## src/rtl/uart_pkg.sv

```systemverilog
// uart_pkg: shared UART transmitter/receiver state encoding and defaults
package uart_pkg;
  typedef enum logic [2:0] {IDLE, FETCH, LATCH, START, DATA, PARITY, STOP} tx_state_t;
  localparam int CLKS_PER_BIT_DEF = 16;
endpackage

```

## src/rtl/fifo_uart_tx_if.sv

```systemverilog
// fifo_uart_tx_if: FIFO read port between the transmitter (master) and the FIFO (slave)
interface fifo_uart_tx_if #(parameter int DATA_WIDTH = 8) ();
  logic                  fifo_empty;
  logic [DATA_WIDTH-1:0] fifo_data;
  logic                  fifo_rd_en;
  modport master (input fifo_empty, input fifo_data, output fifo_rd_en);
  modport slave (output fifo_empty, output fifo_data, input fifo_rd_en);
endinterface

```

## src/rtl/uart_baud_counter.sv

```systemverilog
// uart_baud_counter: counts 0..CLKS_PER_BIT-1 and flags the last cycle of each bit
module uart_baud_counter #(
  parameter int CLKS_PER_BIT = 16
) (
  input  logic clk,
  input  logic rst,
  input  logic clear,
  output logic bit_end
);
  localparam int W = CLKS_PER_BIT > 1 ? $clog2(CLKS_PER_BIT) : 1;
  logic [W-1:0] cnt;
  assign bit_end = cnt == W'(CLKS_PER_BIT - 1);
  always_ff @(posedge clk)
    cnt <= (rst || clear || bit_end) ? '0 : cnt + 1'b1;
endmodule

```

## src/rtl/fifo_uart_tx.sv

```systemverilog
// fifo_uart_tx: drains a synchronous FIFO and serialises each byte as a UART frame
module fifo_uart_tx
  import uart_pkg::*;
#(
  parameter int DATA_WIDTH   = 8,
  parameter int CLKS_PER_BIT = CLKS_PER_BIT_DEF,
  parameter int PARITY_EN    = 0,
  parameter int STOP_BITS    = 1
) (
  input  logic           clk,
  input  logic           rst,
  fifo_uart_tx_if.master fifo,
  output logic           tx,
  output logic           busy,
  output logic           frame_done
);
  localparam int BW = DATA_WIDTH > 1 ? $clog2(DATA_WIDTH) : 1;
  localparam logic [BW-1:0] last_bit = BW'(DATA_WIDTH - 1);
  localparam logic [BW-1:0] last_stop = BW'(STOP_BITS - 1);
  tx_state_t             state;
  logic [DATA_WIDTH-1:0] shift_reg;
  logic                  parity;
  logic [BW-1:0]         bit_cnt;
  logic                  bit_end;
  logic                  clear;
  // the baud counter is held at 0 until the start bit so every frame begins on a fresh bit
  assign clear = state inside {IDLE, FETCH, LATCH};
  uart_baud_counter #(.CLKS_PER_BIT(CLKS_PER_BIT)) u_baud (
    .clk(clk), .rst(rst), .clear(clear), .bit_end(bit_end)
  );
  // outputs are registered alongside the next state so they line up with it
  always_ff @(posedge clk) begin
    if (rst) begin
      state           <= IDLE;
      tx              <= 1'b1;
      fifo.fifo_rd_en <= 1'b0;
      busy            <= 1'b0;
      frame_done      <= 1'b0;
      shift_reg       <= '0;
      parity          <= 1'b0;
      bit_cnt         <= '0;
    end else begin
      fifo.fifo_rd_en <= 1'b0;
      frame_done      <= 1'b0;
      case (state)
        IDLE: if (!fifo.fifo_empty) begin
          state           <= FETCH;
          fifo.fifo_rd_en <= 1'b1;
          busy            <= 1'b1;
        end
        FETCH: state <= LATCH;
        LATCH: begin
          shift_reg <= fifo.fifo_data;
          parity    <= ^fifo.fifo_data;
          state     <= START;
          tx        <= 1'b0;
        end
        START: if (bit_end) begin
          state   <= DATA;
          tx      <= shift_reg[0];
          bit_cnt <= '0;
        end
        DATA: if (bit_end) begin
          shift_reg <= shift_reg >> 1;
          bit_cnt   <= bit_cnt + 1'b1;
          tx        <= shift_reg[1];
          if (bit_cnt == last_bit) begin
            state   <= PARITY_EN != 0 ? PARITY : STOP;
            tx      <= PARITY_EN != 0 ? parity : 1'b1;
            bit_cnt <= '0;
          end
        end
        PARITY: if (bit_end) begin
          state <= STOP;
          tx    <= 1'b1;
        end
        STOP: if (bit_end) begin
          bit_cnt <= bit_cnt + 1'b1;
          if (bit_cnt == last_stop) begin
            bit_cnt    <= '0;
            frame_done <= 1'b1;
            if (!fifo.fifo_empty) begin
              state           <= FETCH;
              fifo.fifo_rd_en <= 1'b1;
            end else begin
              state <= IDLE;
              busy  <= 1'b0;
            end
          end
        end
        default: state <= IDLE;
      endcase
    end
  end
endmodule

```

## src/flat_wrapper.sv

```systemverilog
// flat-port wrapper written by rule: the top's interface ports become plain ports
module fifo_uart_tx_flat import uart_pkg::*;
#(
  parameter int DATA_WIDTH   = 8,
  parameter int CLKS_PER_BIT = CLKS_PER_BIT_DEF,
  parameter int PARITY_EN    = 0,
  parameter int STOP_BITS    = 1
)
  (clk, rst, tx, busy, frame_done, fifo_fifo_empty, fifo_fifo_data, fifo_fifo_rd_en);
  fifo_uart_tx_if #(.DATA_WIDTH(DATA_WIDTH)) fifo_i ();
  input  logic clk;
  input  logic rst;
  output logic tx;
  output logic busy;
  output logic frame_done;
  input wire logic [$bits(fifo_i.fifo_empty)-1:0] fifo_fifo_empty;
  input wire logic [$bits(fifo_i.fifo_data)-1:0] fifo_fifo_data;
  output wire logic [$bits(fifo_i.fifo_rd_en)-1:0] fifo_fifo_rd_en;
  assign fifo_i.fifo_empty = fifo_fifo_empty;
  assign fifo_i.fifo_data = fifo_fifo_data;
  assign fifo_fifo_rd_en = fifo_i.fifo_rd_en;
  fifo_uart_tx #(.DATA_WIDTH(DATA_WIDTH), .CLKS_PER_BIT(CLKS_PER_BIT), .PARITY_EN(PARITY_EN), .STOP_BITS(STOP_BITS)) u_core (.clk(clk), .rst(rst), .fifo(fifo_i), .tx(tx), .busy(busy), .frame_done(frame_done));
endmodule
```

## config.mk

```make
export PLATFORM = sky130hd
export DESIGN_NAME = fifo_uart_tx_flat
export DESIGN_NICKNAME = d
export VERILOG_FILES = /design/src/rtl/uart_pkg.sv /design/src/rtl/fifo_uart_tx_if.sv /design/src/rtl/uart_baud_counter.sv /design/src/rtl/fifo_uart_tx.sv /design/src/flat_wrapper.sv
export SDC_FILE = /design/constraint.sdc
export NUM_CORES = 1
export LEC_CHECK = 0
export BUFFER_PORTS_ARGS = -buffer_cell sky130_fd_sc_hd__buf_2
export CAP_MARGIN = 20
export CELL_PAD_IN_SITES_DETAIL_PLACEMENT = 1
export CELL_PAD_IN_SITES_GLOBAL_PLACEMENT = 1
export CORE_UTILIZATION = 37
export DETAILED_ROUTE_END_ITERATION = 8
export GPL_TIMING_DRIVEN = 0
export MAX_ROUTING_LAYER = met4
export PLACE_DENSITY_LB_ADDON = 0.1
export SYNTH_ARGS = -nofsm -noshare
export SYNTH_HDL_FRONTEND = slang
export SYNTH_SLANG_ARGS = --single-unit
```

## constraint.sdc

```tcl
create_clock -name clk -period 2.21 [get_ports clk]
set_input_delay 0.1105 -clock clk [delete_from_list [all_inputs] [get_ports clk]]
set_output_delay 0.1105 -clock clk [all_outputs]
set_load 0.05 [all_outputs]
```

==> results.ini <==
[logic_synthesis]
synth_top_cells_by_area = sky130_fd_sc_hd__dfxtp_1, sky130_fd_sc_hd__nand2_1, sky130_fd_sc_hd__nor2_1, sky130_fd_sc_hd__a21oi_1, sky130_fd_sc_hd__ha_1
synth_cell_types = 37
yosysSeqAreaShare_pct = 39.0
postSynthNetCount = 151
post_synth.cell_area_avg_um2 = 8.31
ys_warn_count = 0
synth.ff_latch_count = 22
yosys.area.top_type = sky130_fd_sc_hd__dfxtp_1
synth_top_cell_area_share_pct = 39.0
postSynthCellCount = 136
syn_area_um2 = 1130

[setup_path]
kind_of_start_point_of_the_critical_path = register
worst-r2r-setup-slack_ns = 0.48
critPathMaxFanout = 10
critPathRequiredTime_ns = 2.45
critical_path.endpoint_type = register
worst_ep_arrival_time_ns = 1.97
critical_path_class = reg2reg

[timing]
finalClockSkew_ns = 0.000960
setup-tns-final_ns = 0
final_hold_violation_count = 0
setup_slack_ns = 0.484
finalCriticalPeriod_ns = 1.73
finalSetupViolations = 0
grt_setup_unrepaired = false
timing.fmax_ghz = 0.579
max-slew-margin-rel_pct = 62.1
layout_worst_path_cycle_share_pct = 78.1
drv_slew = 0
worst_pin_slew_ns = 0.569

[global_routing]
grt_start_max_net_pins = 14
grt_use_total_pct = 20.3
grt_pass1_wl_mm = 4.86
number_of_antenna_violations_at_the_first_check_in_global_routing = 0
globalRoute.totalOverflow = 0
via_count_of_the_first_global_routing_pass = 1055

[pwr]
static-leakage-power_nw = 0.499
peakVddDrop_mv = 0.289
cellPowerDensity_nw_per_um2 = 712

[routing]
number_of_design_rule_violations_left_after_detail_routing = 4
vias = 1039
final_antenna_net_count = 0
detail_route.first_pass.iterations = 6
via_to_cell_ratio = 5.59
detail_route.iter0.violations = 26
wl_per_cell_um = 14.8
route.final.wire_length_mm = 2.76

[cts]
cts_made_buffers = 3
clock_tree.root_cell = sky130_fd_sc_hd__clkbuf_4
clk_transition_reported_paths_ns = 0.13
max_h_tree_level = 1
clock_tree_from_tritoncts = built
cts_buffer_depth = 2
clock_insertion_delay_worst_skew_ns = 0.32
clock_sink_count = 22
post-cts-setup-buffers = 0

[placed_design]
finalWeightedCongestion = 0.857
worst_setup_slack_before_clock_tree_synthesis_ns = 0.493
placed_wire_length_estimate_mm = 2.04
port-buffer-count = 14

[layout]
final_layout_size_suffix_gt1_share_pct = 18.1
largest_register_ff_count = 8
antenna_cells = 0
finalNetCount = 171
multi_input_comb_area_um2 = 616
area_growth_syn_to_layout_pct = 15.2
layout.filler_cells = 352
final-seq-area_um2 = 440

[die]
initial_utilization_pct = 39.9
top_level_ports = 15
coreArea_um2 = 2830
num_rows = 19
dieWidth_um = 57.3
die_area_um2 = 3280
die-height_um = 57.3

[worst_hold_path]
timing.hold.worst.class = in2reg

[job]
maxCapViolations = 0

[status]
outcome = finished with violations
violations = design-rule violations

## stage by stage
| stage | hold WS, ns | power [W] | utilization (%) | cells | area, um^2 |
|---|---|---|---|---|---|
| 6_report | 0.0353 | 0.000926 | 46.0 | 186 | 1300 |
| 3_5_place_dp | 0.345 | 0.000618 | 43.8 | 181 | 1240 |
| 3_3_place_gp | 0.345 | 0.000613 | 43.8 | 181 | 1240 |
| 2_1_floorplan | 0.189 | 0.000574 | - | 136 | 1130 |
| 4_1_cts | 0.0226 | 0.000938 | 46.0 | 186 | 1300 |
| 5_1_grt | 0.0226 | 0.000979 | 46.0 | 186 | 1300 |
## layout by cell type (no fill, tap or decap), drive strengths merged, types with 2 or more instances in the layout
master,count
ha,4
nor2,15
nor2b,3
dfxtp,22
buf,20
o31ai,2
a311oi,8
nand3,4
nand2,23
nand2b,2
clkbuf,6
and3,2
a21oi,10
o21ai,3
inv,7
nand4b,3
nor3,2
a32oi,3
## area by class of cell
type,count,share of cell area (%)
well taps,31,2.98
clock inverters,1,2.31
inverters,7,2.02
flip-flops and latches,22,33.8
multi-input cells,98,47.3
repair buffers,15,6.15
plain buffers,9,3.65
clock buffers,3,1.73
## where the power goes
part	internal (W)	switching (W)
sequential	0.000425	0.0000209
clock	0.000184	0.000132
combinational	0.0000647	0.0000997
total	0.000674	0.000253
## routing by layer
layer	routed length (um)	global-route usage [%]	share of wire (%)
met5	0	-	0
met4	45	8.36	1.6
met3	78	5.44	2.8
met2	1310	33.1	47
met1	1330	23.7	48
## cells in the mapped netlist (all sizes together)
library cell,instances
nand2,23
a221oi,1
o2111ai,1
nand3,4
o211ai,1
nor2b,3
buf,6
nor3,2
and3b,1
nand2b,2
xnor2,1
a311oi,8
nand4b,3
o31ai,2
or4,1
or3,1
xor2,1
inv,7
a22o,1
dfxtp,22
a21boi,1
a31o,1
ha,4
nor2,15
nor4,1
o22ai,1
and3,2
a21oi,10
o21ai,3
or3b,1
clkbuf,3
a32oi,3
## critical path: stages (launching register included)
cell and delay (ns):
sky130_fd_sc_hd__dfxtp_1 0.37, sky130_fd_sc_hd__ha_1 0.20, sky130_fd_sc_hd__nand3_1 0.19, sky130_fd_sc_hd__o31ai_4 0.39
sky130_fd_sc_hd__buf_6 0.20, sky130_fd_sc_hd__nor2_1 0.06, sky130_fd_sc_hd__a311oi_2 0.23
## timing repair
action	4_1_cts	5_1_grt
endpoints found under the setup margin	0	0
hold buffers	1	0
resized for setup	0	0
endpoints found under the hold margin	1	0
## cells by family after synthesis
family / Yosys count / synth area share, %
buf+inv: 16 / 6.53
xor+xnor: 2 / 1.55
flops: 22 / 39.0
compound gates: 33 / 23.5
simple gates: 59 / 25.0
fa+ha+maj: 4 / 4.43
## final timing paths
check,from,to,cells past startpoint
worst max-delay path,u_core.u_baud.cnt[0]$_SDFF_PP0_,u_core.shift_reg[1]$_SDFFE_PP0P_,6
worst min-delay path,fifo_fifo_data[5],u_core.shift_reg[5]$_SDFFE_PP0P_,3
worst max register to register,u_core.u_baud.cnt[0]$_SDFF_PP0_,u_core.shift_reg[1]$_SDFFE_PP0P_,6
worst min register to register,u_core.u_baud.cnt[0]$_SDFF_PP0_,u_core.u_baud.cnt[0]$_SDFF_PP0_,1
Power figures use the tool's default switching activity.
